[src/rtl/queue_ctrl_if.sv]
// queue_ctrl_if -- the bundle of signals around queue_ctrl.
//
// Groups the producer/consumer request signals, the registered status
// outputs and the external single-port-per-direction RAM connection.
//
//   slave  : the queue controller side (queue_ctrl itself)
//   master : the user side (requests in, status and RAM model out)
//
// Handshake semantics (one rule for both directions):
//   push is a request, !full is the ready. A push is accepted on a rising
//   clk edge only if push=1 while the registered full flag is 0.
//   pop is a request, !empty is the ready. A pop is accepted only if pop=1
//   while the registered empty flag is 0. pop_valid rises exactly one clk
//   after an accepted pop, with the popped word on pop_data.
//   A request made while not ready is dropped and latches overflow or
//   underflow. There is no back-pressure and no retry.
interface queue_ctrl_if #(
    parameter int DWIDTH = 8,
    parameter int AWIDTH = 8
);
    logic              push;
    logic [DWIDTH-1:0] push_data;
    logic              pop;
    logic [DWIDTH-1:0] pop_data;
    logic              pop_valid;
    logic              full;
    logic              empty;
    logic              almost_full;
    logic [AWIDTH:0]   count;
    logic              overflow;
    logic              underflow;
    logic [AWIDTH-1:0] ram_addr0;
    logic [DWIDTH-1:0] ram_data0;
    logic              ram_we0;
    logic [AWIDTH-1:0] ram_addr1;
    logic              ram_re1;
    logic [DWIDTH-1:0] ram_q1;

    modport slave (
        input  push, push_data, pop, ram_q1,
        output pop_data, pop_valid, full, empty, almost_full, count,
               overflow, underflow, ram_addr0, ram_data0, ram_we0,
               ram_addr1, ram_re1
    );

    modport master (
        output push, push_data, pop, ram_q1,
        input  pop_data, pop_valid, full, empty, almost_full, count,
               overflow, underflow, ram_addr0, ram_data0, ram_we0,
               ram_addr1, ram_re1
    );
endinterface

[src/rtl/queue_ctrl.sv]
// queue_ctrl -- FIFO controller for an external RAM with a registered read port.
//
// Keeps wrap-bit write/read pointers, a registered occupancy count and
// registered empty/full/almost_full flags. It also keeps sticky
// overflow/underflow error flags. The RAM itself lives outside this block.
//
// Ports:
//   clk  : single clock, rising edge
//   rst  : synchronous, active-high reset
//   bus  : queue_ctrl_if.slave
//            push/push_data, pop      requests
//            pop_data/pop_valid       popped word, one clk after the pop
//            full/empty/almost_full   registered occupancy flags
//            count                    registered occupancy, 0..2^AWIDTH
//            overflow/underflow       sticky until rst
//            ram_addr0/ram_data0/ram_we0   RAM write port
//            ram_addr1/ram_re1/ram_q1      RAM read port (q1 valid 1 clk after re1)
module queue_ctrl #(
    parameter int DWIDTH   = 8,
    parameter int AWIDTH   = 8,
    parameter int AF_LEVEL = (1 << AWIDTH) - 2
) (
    input  logic        clk,
    input  logic        rst,
    queue_ctrl_if.slave bus
);
    localparam int              DEPTH_I = 1 << AWIDTH;
    localparam logic [AWIDTH:0] DEPTH   = DEPTH_I[AWIDTH:0];
    localparam logic [AWIDTH:0] AF_LVL  = AF_LEVEL[AWIDTH:0];

    logic [AWIDTH:0] wr_ptr;
    logic [AWIDTH:0] rd_ptr;
    logic [AWIDTH:0] count_q;
    logic [AWIDTH:0] count_nxt;
    logic            full_q;
    logic            empty_q;
    logic            af_q;
    logic            pop_valid_q;
    logic            overflow_q;
    logic            underflow_q;
    logic            push_acc;
    logic            pop_acc;

    // Acceptance looks only at the registered flags. A same-cycle pop does
    // not make room for a push at full, and a same-cycle push does not
    // feed a pop at empty.
    assign push_acc = bus.push & ~full_q  & ~rst;
    assign pop_acc  = bus.pop  & ~empty_q & ~rst;

    always_comb begin
        count_nxt = count_q;
        case ({push_acc, pop_acc})
            2'b10:   count_nxt = count_q + 1'b1;
            2'b01:   count_nxt = count_q - 1'b1;
            default: count_nxt = count_q;
        endcase
    end

    always_ff @(posedge clk) begin
        if (rst) begin
            wr_ptr      <= '0;
            rd_ptr      <= '0;
            count_q     <= '0;
            empty_q     <= 1'b1;
            full_q      <= 1'b0;
            // A zero threshold means "almost full" even when empty.
            af_q        <= (AF_LVL == '0);
            pop_valid_q <= 1'b0;
            overflow_q  <= 1'b0;
            underflow_q <= 1'b0;
        end else begin
            // Pointers carry a wrap bit and roll over naturally.
            if (push_acc) wr_ptr <= wr_ptr + 1'b1;
            if (pop_acc)  rd_ptr <= rd_ptr + 1'b1;
            count_q     <= count_nxt;
            empty_q     <= (count_nxt == '0);
            full_q      <= (count_nxt == DEPTH);
            af_q        <= (count_nxt >= AF_LVL);
            pop_valid_q <= pop_acc;
            if (bus.push && full_q)  overflow_q  <= 1'b1;
            if (bus.pop  && empty_q) underflow_q <= 1'b1;
        end
    end

    assign bus.ram_addr0   = wr_ptr[AWIDTH-1:0];
    assign bus.ram_data0   = bus.push_data;
    assign bus.ram_we0     = push_acc;
    assign bus.ram_addr1   = rd_ptr[AWIDTH-1:0];
    assign bus.ram_re1     = pop_acc;
    assign bus.pop_data    = bus.ram_q1;
    assign bus.pop_valid   = pop_valid_q;
    assign bus.count       = count_q;
    assign bus.full        = full_q;
    assign bus.empty       = empty_q;
    assign bus.almost_full = af_q;
    assign bus.overflow    = overflow_q;
    assign bus.underflow   = underflow_q;
endmodule

[src/flat_wrapper.sv]
// flat-port wrapper written by rule: the top's interface ports become plain ports
module queue_ctrl_flat 
#(
    parameter int DWIDTH   = 8,
    parameter int AWIDTH   = 8,
    parameter int AF_LEVEL = (1 << AWIDTH) - 2
)
  (clk, rst, bus_push, bus_push_data, bus_pop, bus_ram_q1, bus_pop_data, bus_pop_valid, bus_full, bus_empty, bus_almost_full, bus_count, bus_overflow, bus_underflow, bus_ram_addr0, bus_ram_data0, bus_ram_we0, bus_ram_addr1, bus_ram_re1);
  queue_ctrl_if #(.DWIDTH(DWIDTH), .AWIDTH(AWIDTH)) bus_i ();
  input  logic clk;
  input  logic rst;
  input wire logic [$bits(bus_i.push)-1:0] bus_push;
  input wire logic [$bits(bus_i.push_data)-1:0] bus_push_data;
  input wire logic [$bits(bus_i.pop)-1:0] bus_pop;
  input wire logic [$bits(bus_i.ram_q1)-1:0] bus_ram_q1;
  output wire logic [$bits(bus_i.pop_data)-1:0] bus_pop_data;
  output wire logic [$bits(bus_i.pop_valid)-1:0] bus_pop_valid;
  output wire logic [$bits(bus_i.full)-1:0] bus_full;
  output wire logic [$bits(bus_i.empty)-1:0] bus_empty;
  output wire logic [$bits(bus_i.almost_full)-1:0] bus_almost_full;
  output wire logic [$bits(bus_i.count)-1:0] bus_count;
  output wire logic [$bits(bus_i.overflow)-1:0] bus_overflow;
  output wire logic [$bits(bus_i.underflow)-1:0] bus_underflow;
  output wire logic [$bits(bus_i.ram_addr0)-1:0] bus_ram_addr0;
  output wire logic [$bits(bus_i.ram_data0)-1:0] bus_ram_data0;
  output wire logic [$bits(bus_i.ram_we0)-1:0] bus_ram_we0;
  output wire logic [$bits(bus_i.ram_addr1)-1:0] bus_ram_addr1;
  output wire logic [$bits(bus_i.ram_re1)-1:0] bus_ram_re1;
  assign bus_i.push = bus_push;
  assign bus_i.push_data = bus_push_data;
  assign bus_i.pop = bus_pop;
  assign bus_i.ram_q1 = bus_ram_q1;
  assign bus_pop_data = bus_i.pop_data;
  assign bus_pop_valid = bus_i.pop_valid;
  assign bus_full = bus_i.full;
  assign bus_empty = bus_i.empty;
  assign bus_almost_full = bus_i.almost_full;
  assign bus_count = bus_i.count;
  assign bus_overflow = bus_i.overflow;
  assign bus_underflow = bus_i.underflow;
  assign bus_ram_addr0 = bus_i.ram_addr0;
  assign bus_ram_data0 = bus_i.ram_data0;
  assign bus_ram_we0 = bus_i.ram_we0;
  assign bus_ram_addr1 = bus_i.ram_addr1;
  assign bus_ram_re1 = bus_i.ram_re1;
  queue_ctrl #(.DWIDTH(DWIDTH), .AWIDTH(AWIDTH), .AF_LEVEL(AF_LEVEL)) u_core (.clk(clk), .rst(rst), .bus(bus_i));
endmodule
[config.mk]
export PLATFORM = sky130hd
export DESIGN_NAME = queue_ctrl_flat
export DESIGN_NICKNAME = d
export VERILOG_FILES = /design/src/rtl/queue_ctrl_if.sv /design/src/rtl/queue_ctrl.sv /design/src/flat_wrapper.sv
export SDC_FILE = /design/constraint.sdc
export NUM_CORES = 1
export LEC_CHECK = 0
export CORE_MARGIN = 10
export CORE_UTILIZATION = 48
export CTS_BUF_LIST = sky130_fd_sc_hd__clkbuf_4
export CTS_CLUSTER_DIAMETER = 60
export DETAILED_ROUTE_END_ITERATION = 10
export GPL_TIMING_DRIVEN = 0
export PLACE_DENSITY = 0.88
export SLEW_MARGIN = 20
export SYNTH_ARGS = -nofsm -noshare
export SYNTH_HDL_FRONTEND = slang
export SYNTH_SLANG_ARGS = --single-unit
[constraint.sdc]
create_clock -name clk -period 8.5 [get_ports clk]
set_clock_uncertainty 0.05 [all_clocks]
set_input_delay 2.125 -clock clk [delete_from_list [all_inputs] [get_ports clk]]
set_output_delay 2.125 -clock clk [all_outputs]
set_load 0.05 [all_outputs]
==> impl_metrics.py, run 1 <==
metrics = {
    "outcome": {
        "outcome": "complete, no violations",
    },
    "timing": {
        "fin_setup_tns_ns": 0,
        "tightest_slew_ns": 0.564,
        "rsz0062_at_grt": "no",
        "max_freq_mhz": 157,
        "final-hold-violation-count": 0,
        "finalSetupViolations": 0,
        "timing.slew.headroom": 0.624,
        "maxSlewViolCount": 0,
        "fin_crit_ns": 6.37,
        "fin_crit_sh": 0.750,
    },
    "setup_path": {
        "crit_required_ns": 6.33,
        "crit_fanout": 6,
        "crit_arrival_ns": 4.20,
        "critPathCaptureType": "output port",
        "worstSetupPathType": "input pin to output port",
        "cp-start-kind": "input pin",
        "r2r_cells": 11,
    },
    "final_layout": {
        "multi_input_area_um2": 943,
        "drive_above_1_share": 0.131,
        "post-route-util": 0.701,
        "areaGrowthSynthToFinish_pct": 38.0,
        "final-seq-area_um2": 621,
        "nFillCells": 271,
        "antenna_cells": 0,
        "layout_commonest_cell": "clkdlybuf4s50_1",
        "final_cell_mix": "52 x clkdlybuf4s50_1, 31 x dfxtp_1, 28 x nor2_1",
        "largest_reg_flops": 9,
        "fin_cells": 298,
        "finalNetCount": 282,
    },
    "placed_design": {
        "dpl.cell_count": 290,
        "dpl.hpwl_um": 3490,
        "gp_congestion": 0.817,
        "portBuffers": 52,
    },
    "logic_synthesis": {
        "async_flop_share": 0,
        "ys_ff_latch": 31,
        "synthesis.nets": 223,
        "avgSynthCellArea_um2": 8.97,
        "synthesis.area_um2": 1720,
        "synthCells": 192,
        "synthFlopType": "dfxtp_1",
        "synth_warnings": 0,
        "synth_edf_count": 0,
        "synth-seq-area-share": 0.360,
        "ys_types": 42,
    },
    "clocking": {
        "cts-root-buf": "clkbuf_4",
        "cts_setup_buffers": 0,
        "clk_path_buf_depth": 2,
        "clkTransAtPathRegs_ns": 0.10,
        "cts_tree": "yes",
        "hold_buffers": 0,
        "cts.htree.levels": 2,
        "numCtsBuffers": 5,
        "insertion_delay_ns": 0.34,
        "ctsResizeCount": 0,
        "cts_sinks": 31,
    },
    "drt": {
        "routed.top_layer": "met4",
        "post_drt_wl_per_cell_um": 14.9,
        "drt-met1-wl_um": 1780,
        "ant_nets": 0,
        "wirelength_um": 4430,
        "via_per_inst": 5.20,
        "drt_first_pass_iters": 4,
        "dr_wl_met3_um": 397,
        "drc": 0,
        "first_iter_violations": 75,
        "num_vias": 1550,
        "route.met2.wl_um": 2170,
    },
    "grt": {
        "grt_max_degree": 11,
        "grt_pass1_wl_um": 7330,
        "gr-usage-all-layers": 0.143,
        "antenna_found_initial": 0,
        "grt_pass1_vias": 1583,
        "grt.overflow.total": 0,
    },
    "die": {
        "row_count": 21,
        "fp.dieArea_um2": 6390,
        "io_pins": 69,
        "initial_core_util": 0.508,
        "die_h_um": 79.9,
        "die_w_um": 79.9,
        "core-area_um2": 3390,
    },
    "job": {
        "maxCapViolCount": 0,
    },
    "power": {
        "irDropWorstVdd_uv": 139,
        "leakage_nw": 0.994,
        "power.density_nw_per_um2": 178,
    },
    "worst_hold_path": {
        "holdPathStages": 2,
        "min_path_type": "flop to flop",
    },
}
==> worst max-delay path: stages <==
cell and delay [ns]:
clkdlybuf4s50_1 0.47, nor2b_1 0.32, and2_0 0.17, clkbuf_1 0.24, clkdlybuf4s50_1 0.87
==> area by class of cell <==
type | count | share of cell area
timing repair buffer | 52 | 0.219
buffer | 22 | 0.0605
tap | 46 | 0.0242
inverter | 4 | 0.00632
clock buffer | 5 | 0.0158
sequential | 31 | 0.261
clock inverter | 3 | 0.0163
multi-input combinational | 135 | 0.397
==> per-stage QoR <==
stage	setup slack, ns	area [µm²]	hold WS [ns]	power, mW
5_1_grt	1.96	2380	0.490	0.444
4_1_cts	2.11	2380	0.439	0.426
3_3_place_gp	2.11	2300	0.399	0.313
6_report	2.13	2380	0.430	0.423
2_1_floorplan	3.09	1720	0.656	0.273
3_5_place_dp	2.12	2300	0.414	0.316
==> cells by family after synthesis <==
family	after synthesis	synth area share
and+or+nand+nor	71	0.218
DFF	31	0.360
AOI/OAI and AO/OA	27	0.104
buffers and inverters	26	0.0922
xor gates and xnor gates	17	0.0864
adders and majority gates	11	0.0842
muxes	9	0.0552
==> path summary, 6_finish.rpt <==
path / start / to / slack [ns]
worst min register to register: u_core.bus.underflow$_SDFFE_PP0P_ / u_core.bus.underflow$_SDFFE_PP0P_ / 0.43
worst max-delay path: bus_pop / bus_ram_re1 / 2.13
worst min-delay path: u_core.bus.underflow$_SDFFE_PP0P_ / u_core.bus.underflow$_SDFFE_PP0P_ / 0.43
worst max register to register: u_core.bus.empty$_SDFF_PP1_ / u_core.bus.full$_SDFF_PP0_ / 5.02
==> per-layer routing <==
| layer | up-vias | global-route usage |
|---|---|---|
| li1 | 769 | - |
| met1 | 716 | 0.152 |
| met2 | 56 | 0.239 |
| met3 | 9 | 0.0653 |
| met4 | 0 | 0.0563 |
| met5 | - | 0 |
==> power breakdown <==
group	leakage (nW)	switching [mW]	internal [mW]
combinational	0.700	0.0935	0.0534
sequential	0.252	0.00988	0.155
clock	0.0426	0.0510	0.0605
total	0.994	0.154	0.269
==> cell usage after synthesis (5+ instances only) <==
cell type  number  share of area
mux2i_1         7          0.041
buf_4          16          0.070
nor2_1         28          0.061
ha_1           10          0.073
a21oi_1        10          0.029
xor2_1         13          0.066
nand2_1         7          0.015
nand3_1         5          0.015
nor3b_1         7          0.031
dfxtp_1        31           0.36
Note: power is estimated with default switching activity, not from simulation.
==> run 2: changes to the inputs <==
--- a/config.mk
+++ b/config.mk
@@ -6,12 +6,12 @@
 export NUM_CORES = 1
 export LEC_CHECK = 0
 export CORE_MARGIN = 10
-export CORE_UTILIZATION = 48
+export CORE_UTILIZATION = 45
 export CTS_BUF_LIST = sky130_fd_sc_hd__clkbuf_4
 export CTS_CLUSTER_DIAMETER = 60
 export DETAILED_ROUTE_END_ITERATION = 10
 export GPL_TIMING_DRIVEN = 0
-export PLACE_DENSITY = 0.88
+export PLACE_DENSITY = 0.83
 export SLEW_MARGIN = 20
 export SYNTH_ARGS = -nofsm -noshare
 export SYNTH_HDL_FRONTEND = slang
==> constraint.sdc (replaced) <==
create_clock -name clk -period 6.6 [get_ports clk]
set_clock_uncertainty 0.05 [all_clocks]
set_input_delay 1.65 -clock clk [delete_from_list [all_inputs] [get_ports clk]]
set_output_delay 1.65 -clock clk [all_outputs]
set_load 0.05 [all_outputs]
==> impl_metrics.py, run 2 (synthesis results as in run 1) <==
metrics = {
    "clocking": {
        "cts_setup_buffers": 0,
        "numCtsBuffers": 5,
        "cts.htree.levels": 2,
        "cts-root-buf": "clkbuf_4",
        "clk_path_buf_depth": 2,
        "cts_sinks": 31,
        "hold_buffers": 0,
        "clkTransAtPathRegs_ns": 0.10,
        "insertion_delay_ns": 0.34,
        "ctsResizeCount": 0,
        "cts_tree": "yes",
    },
    "timing": {
        "fin_setup_tns_ns": 0,
        "finalSetupViolations": 0,
        "max_freq_mhz": 182,
        "tightest_slew_ns": 0.511,
        "fin_crit_sh": 0.830,
        "rsz0062_at_grt": "no",
        "timing.slew.headroom": 0.658,
        "maxSlewViolCount": 0,
        "final-hold-violation-count": 0,
        "fin_crit_ns": 5.48,
    },
    "final_layout": {
        "final_cell_mix": "52 x clkdlybuf4s50_1, 31 x dfxtp_1, 28 x nor2_1",
        "drive_above_1_share": 0.127,
        "areaGrowthSynthToFinish_pct": 36.7,
        "antenna_cells": 0,
        "layout_commonest_cell": "clkdlybuf4s50_1",
        "fin_cells": 300,
        "finalNetCount": 282,
        "largest_reg_flops": 9,
    },
    "outcome": {
        "outcome": "complete, no violations",
    },
    "power": {
        "leakage_nw": 0.978,
        "irDropWorstVdd_uv": 157,
        "power_mw": 0.511,
        "power.density_nw_per_um2": 217,
    },
    "setup_path": {
        "crit_fanout": 6,
        "crit_required_ns": 4.90,
        "cp_cell_sequence": "clkdlybuf4s50_1, nor2b_1, and2_0, clkbuf_1, clkdlybuf4s50_1",
        "crit_arrival_ns": 3.78,
        "cp_common_cell": "clkdlybuf4s50_1",
        "worstSetupPathType": "input pin to output port",
        "crit_slowest_cell": "clkdlybuf4s50_1",
        "cp-start-kind": "input pin",
        "critPathCaptureType": "output port",
        "cpPeakStageDelay_ns": 0.86,
    },
    "placed_design": {
        "gp_congestion": 0.802,
        "dpl.hpwl_um": 3340,
        "portBuffers": 52,
        "dpl.cell_count": 292,
    },
    "grt": {
        "antenna_found_initial": 0,
        "grt_pass1_wl_um": 6780,
        "grt.overflow.total": 0,
        "gr-usage-all-layers": 0.127,
        "grt_max_degree": 11,
        "grt_pass1_vias": 1516,
    },
    "drt": {
        "post_drt_wl_per_cell_um": 14.3,
        "wirelength_um": 4300,
        "via_per_inst": 5.03,
        "num_vias": 1509,
        "first_iter_violations": 40,
        "drc": 0,
        "ant_nets": 0,
        "drt_first_pass_iters": 4,
    },
    "die": {
        "core-area_um2": 3690,
        "row_count": 22,
        "io_pins": 69,
        "die_h_um": 81.9,
        "initial_core_util": 0.467,
        "fp.dieArea_um2": 6700,
        "die_w_um": 81.9,
    },
    "worst_hold_path": {
        "min_path_type": "flop to flop",
    },
    "job": {
        "maxCapViolCount": 0,
    },
}
==> run 2: path summary, 6_finish.rpt <==
kind | from | endpoint | slack, ns | depth (start not counted)
setup / recovery | bus_pop | bus_ram_re1 | 1.12 | 5
hold / removal | u_core.bus.underflow$_SDFFE_PP0P_ | u_core.bus.underflow$_SDFFE_PP0P_ | 0.43 | 2
setup reg to reg | u_core.bus.empty$_SDFF_PP1_ | u_core.bus.empty$_SDFF_PP1_ | 3.05 | 12
hold reg to reg | u_core.bus.underflow$_SDFFE_PP0P_ | u_core.bus.underflow$_SDFFE_PP0P_ | 0.43 | 2
==> run 2: per-layer routing <==
| metal | global-route usage | vias to the layer above | share of wire |
|---|---|---|---|
| li1 | - | 765 | - |
| met1 | 0.141 | 683 | 0.41 |
| met2 | 0.202 | 53 | 0.45 |
| met3 | 0.0633 | 8 | 0.12 |
| met4 | 0.0561 | 0 | 0.017 |
| met5 | 0 | - | 0 |
==> run 2: per-stage QoR <==
step           setup WS (ns)   util  hold WS (ns)  instance area, µm²
2_1_floorplan           1.67      -         0.656                1720
3_3_place_gp            1.17  0.624         0.400                2300
3_5_place_dp            1.15  0.624         0.408                2300
4_1_cts                 1.14  0.639         0.431                2360
5_1_grt                 1.02  0.639         0.468                2360
6_report                1.12  0.639         0.428                2360
==> run 2: cell type report <==
cell class                      instances  area (µm²)
Multi-Input combinational cell        135         943
Inverter                                4        15.0
Clock buffer                            5        37.5
Fill cell                             324        1330
Tap cell                               48        60.1
Sequential cell                        31         621
Timing Repair Buffer                   52         520
Clock inverter                          3        15.0
Buffer                                 22         144
==> run 2: critical path, delay by kind of cell <==
family	cells	cell delay, ns
buffers and inverters	3	1.58
AND/OR/NAND/NOR	2	0.54
==> run 2: power by group <==
part	total [mW]	leakage (nW)	internal [mW]	switching (mW)
combinational	0.189	0.700	0.0688	0.120
clock	0.109	0.0263	0.0390	0.0704
sequential	0.212	0.252	0.199	0.0127
total	0.511	0.978	0.307	0.203
==> run 3: changes to the inputs <==
--- a/config.mk
+++ b/config.mk
@@ -6,12 +6,12 @@
 export NUM_CORES = 1
 export LEC_CHECK = 0
 export CORE_MARGIN = 10
-export CORE_UTILIZATION = 45
+export CORE_UTILIZATION = 40
 export CTS_BUF_LIST = sky130_fd_sc_hd__clkbuf_4
 export CTS_CLUSTER_DIAMETER = 60
 export DETAILED_ROUTE_END_ITERATION = 10
 export GPL_TIMING_DRIVEN = 0
-export PLACE_DENSITY = 0.83
+export PLACE_DENSITY = 0.78
 export SLEW_MARGIN = 20
 export SYNTH_ARGS = -nofsm -noshare
 export SYNTH_HDL_FRONTEND = slang
==> constraint.sdc (replaced) <==
create_clock -name clk -period 4.65 [get_ports clk]
set_clock_uncertainty 0.05 [all_clocks]
set_input_delay 1.1625 -clock clk [delete_from_list [all_inputs] [get_ports clk]]
set_output_delay 1.1625 -clock clk [all_outputs]
set_load 0.05 [all_outputs]
==> impl_metrics.py, run 3 (synthesis results as in run 1) <==
metrics = {
    "die": {
        "die_w_um": 85.6,
        "fp.dieArea_um2": 7330,
        "io_pins": 69,
        "core-area_um2": 4090,
        "row_count": 23,
        "die_h_um": 85.6,
        "initial_core_util": 0.422,
    },
    "final_layout": {
        "multi_input_area_um2": 946,
        "layout_commonest_cell": "clkdlybuf4s50_1",
        "areaGrowthSynthToFinish_pct": 36.7,
        "final-seq-area_um2": 621,
        "final_cell_mix": "52 x clkdlybuf4s50_1, 31 x dfxtp_1, 28 x nor2_1",
        "finalNetCount": 282,
        "drive_above_1_share": 0.131,
        "nFillCells": 375,
        "antenna_cells": 0,
        "largest_reg_flops": 9,
    },
    "setup_path": {
        "critPathCaptureType": "output port",
        "cp-start-kind": "input pin",
        "crit_slowest_cell": "clkdlybuf4s50_1",
        "regToRegEndpoint": "u_core.bus.empty$_SDFF_PP1_",
        "crit_fanout": 6,
        "r2r_cells": 12,
        "crit_required_ns": 3.44,
        "rrSetupSlack_ns": 1.30,
        "critPathLaunch": "bus_pop",
        "cpPeakStageDelay_ns": 0.88,
        "worstSetupPathType": "input pin to output port",
        "cp_cell_sequence": "clkdlybuf4s50_1, nor2b_1, and2_0, clkbuf_1, clkdlybuf4s50_1",
        "crit_arrival_ns": 3.27,
        "cp_common_cell": "clkdlybuf4s50_1",
        "r2r-start": "u_core.bus.empty$_SDFF_PP1_",
    },
    "timing": {
        "fin_crit_ns": 4.48,
        "max_freq_mhz": 223,
        "final-hold-violation-count": 0,
        "maxSlewViolCount": 0,
        "timing.slew.headroom": 0.654,
        "fin_setup_tns_ns": 0,
        "whs_ns": 0.427,
        "fin_crit_sh": 0.964,
        "rsz0062_at_grt": "no",
        "tightest_slew_ns": 0.518,
        "worst_slack_ns": 0.166,
        "finalSetupViolations": 0,
    },
    "clocking": {
        "cts_setup_buffers": 0,
        "cts_tree": "yes",
        "numCtsBuffers": 5,
        "cts.htree.levels": 2,
        "insertion_delay_ns": 0.32,
        "cts-root-buf": "clkbuf_4",
        "clk_path_buf_depth": 2,
        "cts_sinks": 31,
        "clkTransAtPathRegs_ns": 0.09,
    },
    "grt": {
        "grt.overflow.total": 0,
        "antenna_found_initial": 0,
        "grt_max_degree": 11,
        "grt_pass1_vias": 1449,
        "grt_pass1_wl_um": 6960,
        "gr-usage-all-layers": 0.113,
    },
    "job": {
        "maxCapViolCount": 0,
    },
    "placed_design": {
        "dpl.hpwl_um": 3320,
        "gp_congestion": 0.846,
        "portBuffers": 52,
        "pre_cts_ws_ns": -0.148,
    },
    "power": {
        "power.density_nw_per_um2": 300,
        "irDropWorstVdd_uv": 202,
        "leakage_nw": 0.978,
    },
    "drt": {
        "drc": 0,
        "first_iter_violations": 48,
        "via_per_inst": 4.86,
        "post_drt_wl_per_cell_um": 13.6,
        "ant_nets": 0,
        "num_vias": 1462,
        "wirelength_um": 4090,
        "drt_first_pass_iters": 4,
    },
    "worst_hold_path": {
        "worstHoldEndpoint": "u_core.bus.underflow$_SDFFE_PP0P_",
        "min_path_type": "flop to flop",
        "hold_path_startpoint": "u_core.bus.underflow$_SDFFE_PP0P_",
        "holdPathStages": 2,
    },
    "outcome": {
        "outcome": "complete, no violations",
    },
}
## run 3: where the power goes
| group | total (mW) | internal, mW | switching [mW] |
|---|---|---|---|
| registers | 0.301 | 0.283 | 0.0182 |
| clock network | 0.139 | 0.0535 | 0.0851 |
| logic | 0.267 | 0.0978 | 0.169 |
| total | 0.707 | 0.434 | 0.273 |
## run 3: worst max-delay path: cells and delay by family
family | cells | cell delay, ns
buffers and inverters | 3 | 1.60
AND/OR/NAND/NOR | 2 | 0.51
## run 3: per-stage QoR
stage	cells	util	total power [mW]	instance area [µm²]
2_1_floorplan	192	-	0.499	1720
3_3_place_gp	294	0.564	0.573	2310
3_5_place_dp	294	0.564	0.576	2310
4_1_cts	301	0.576	0.715	2350
5_1_grt	301	0.576	0.748	2350
6_report	301	0.576	0.707	2350
## run 3: worst max-delay path by stage
stage	slack, ns	depth (start not counted)	end
floorplan	0.21	12	u_core.bus.empty$_SDFF_PP1_
detailed placement	-0.15	13	u_core.bus.empty$_SDFF_PP1_
global placement	-0.12	13	u_core.bus.empty$_SDFF_PP1_
CTS	0.16	5	bus_ram_re1
finish	0.17	5	bus_ram_re1
global route	0.06	5	bus_ram_re1
## run 3: metal layers
| layer | wire [µm] | part of all wire | global-route usage | vias to the layer above |
|---|---|---|---|---|
| met4 | 29 | 0.0071 | 0.0314 | 0 |
| met5 | 0 | 0 | 0 | - |
| met1 | 1790 | 0.44 | 0.128 | 650 |
| met3 | 351 | 0.086 | 0.0539 | 2 |
| met2 | 1920 | 0.47 | 0.185 | 38 |
| li1 | - | - | - | 772 |
## run 3: area by class of cell
| class | instances | area share |
|---|---|---|
| inverters | 4 | 0.00638 |
| repair buffers | 52 | 0.221 |
| plain buffers | 22 | 0.0611 |
| multi-input cells | 135 | 0.402 |
| flip-flops and latches | 31 | 0.264 |
| clock buffers | 5 | 0.0159 |
| clock inverters | 2 | 0.00372 |
| well taps | 50 | 0.0266 |
## run 3: timing repair
action | 4_1_cts | 5_1_grt
endpoints found under the hold margin | 0 | 0
resized for setup | 0 | 1
setup endpoints to repair | 0 | 4
hold buffers | 0 | 0
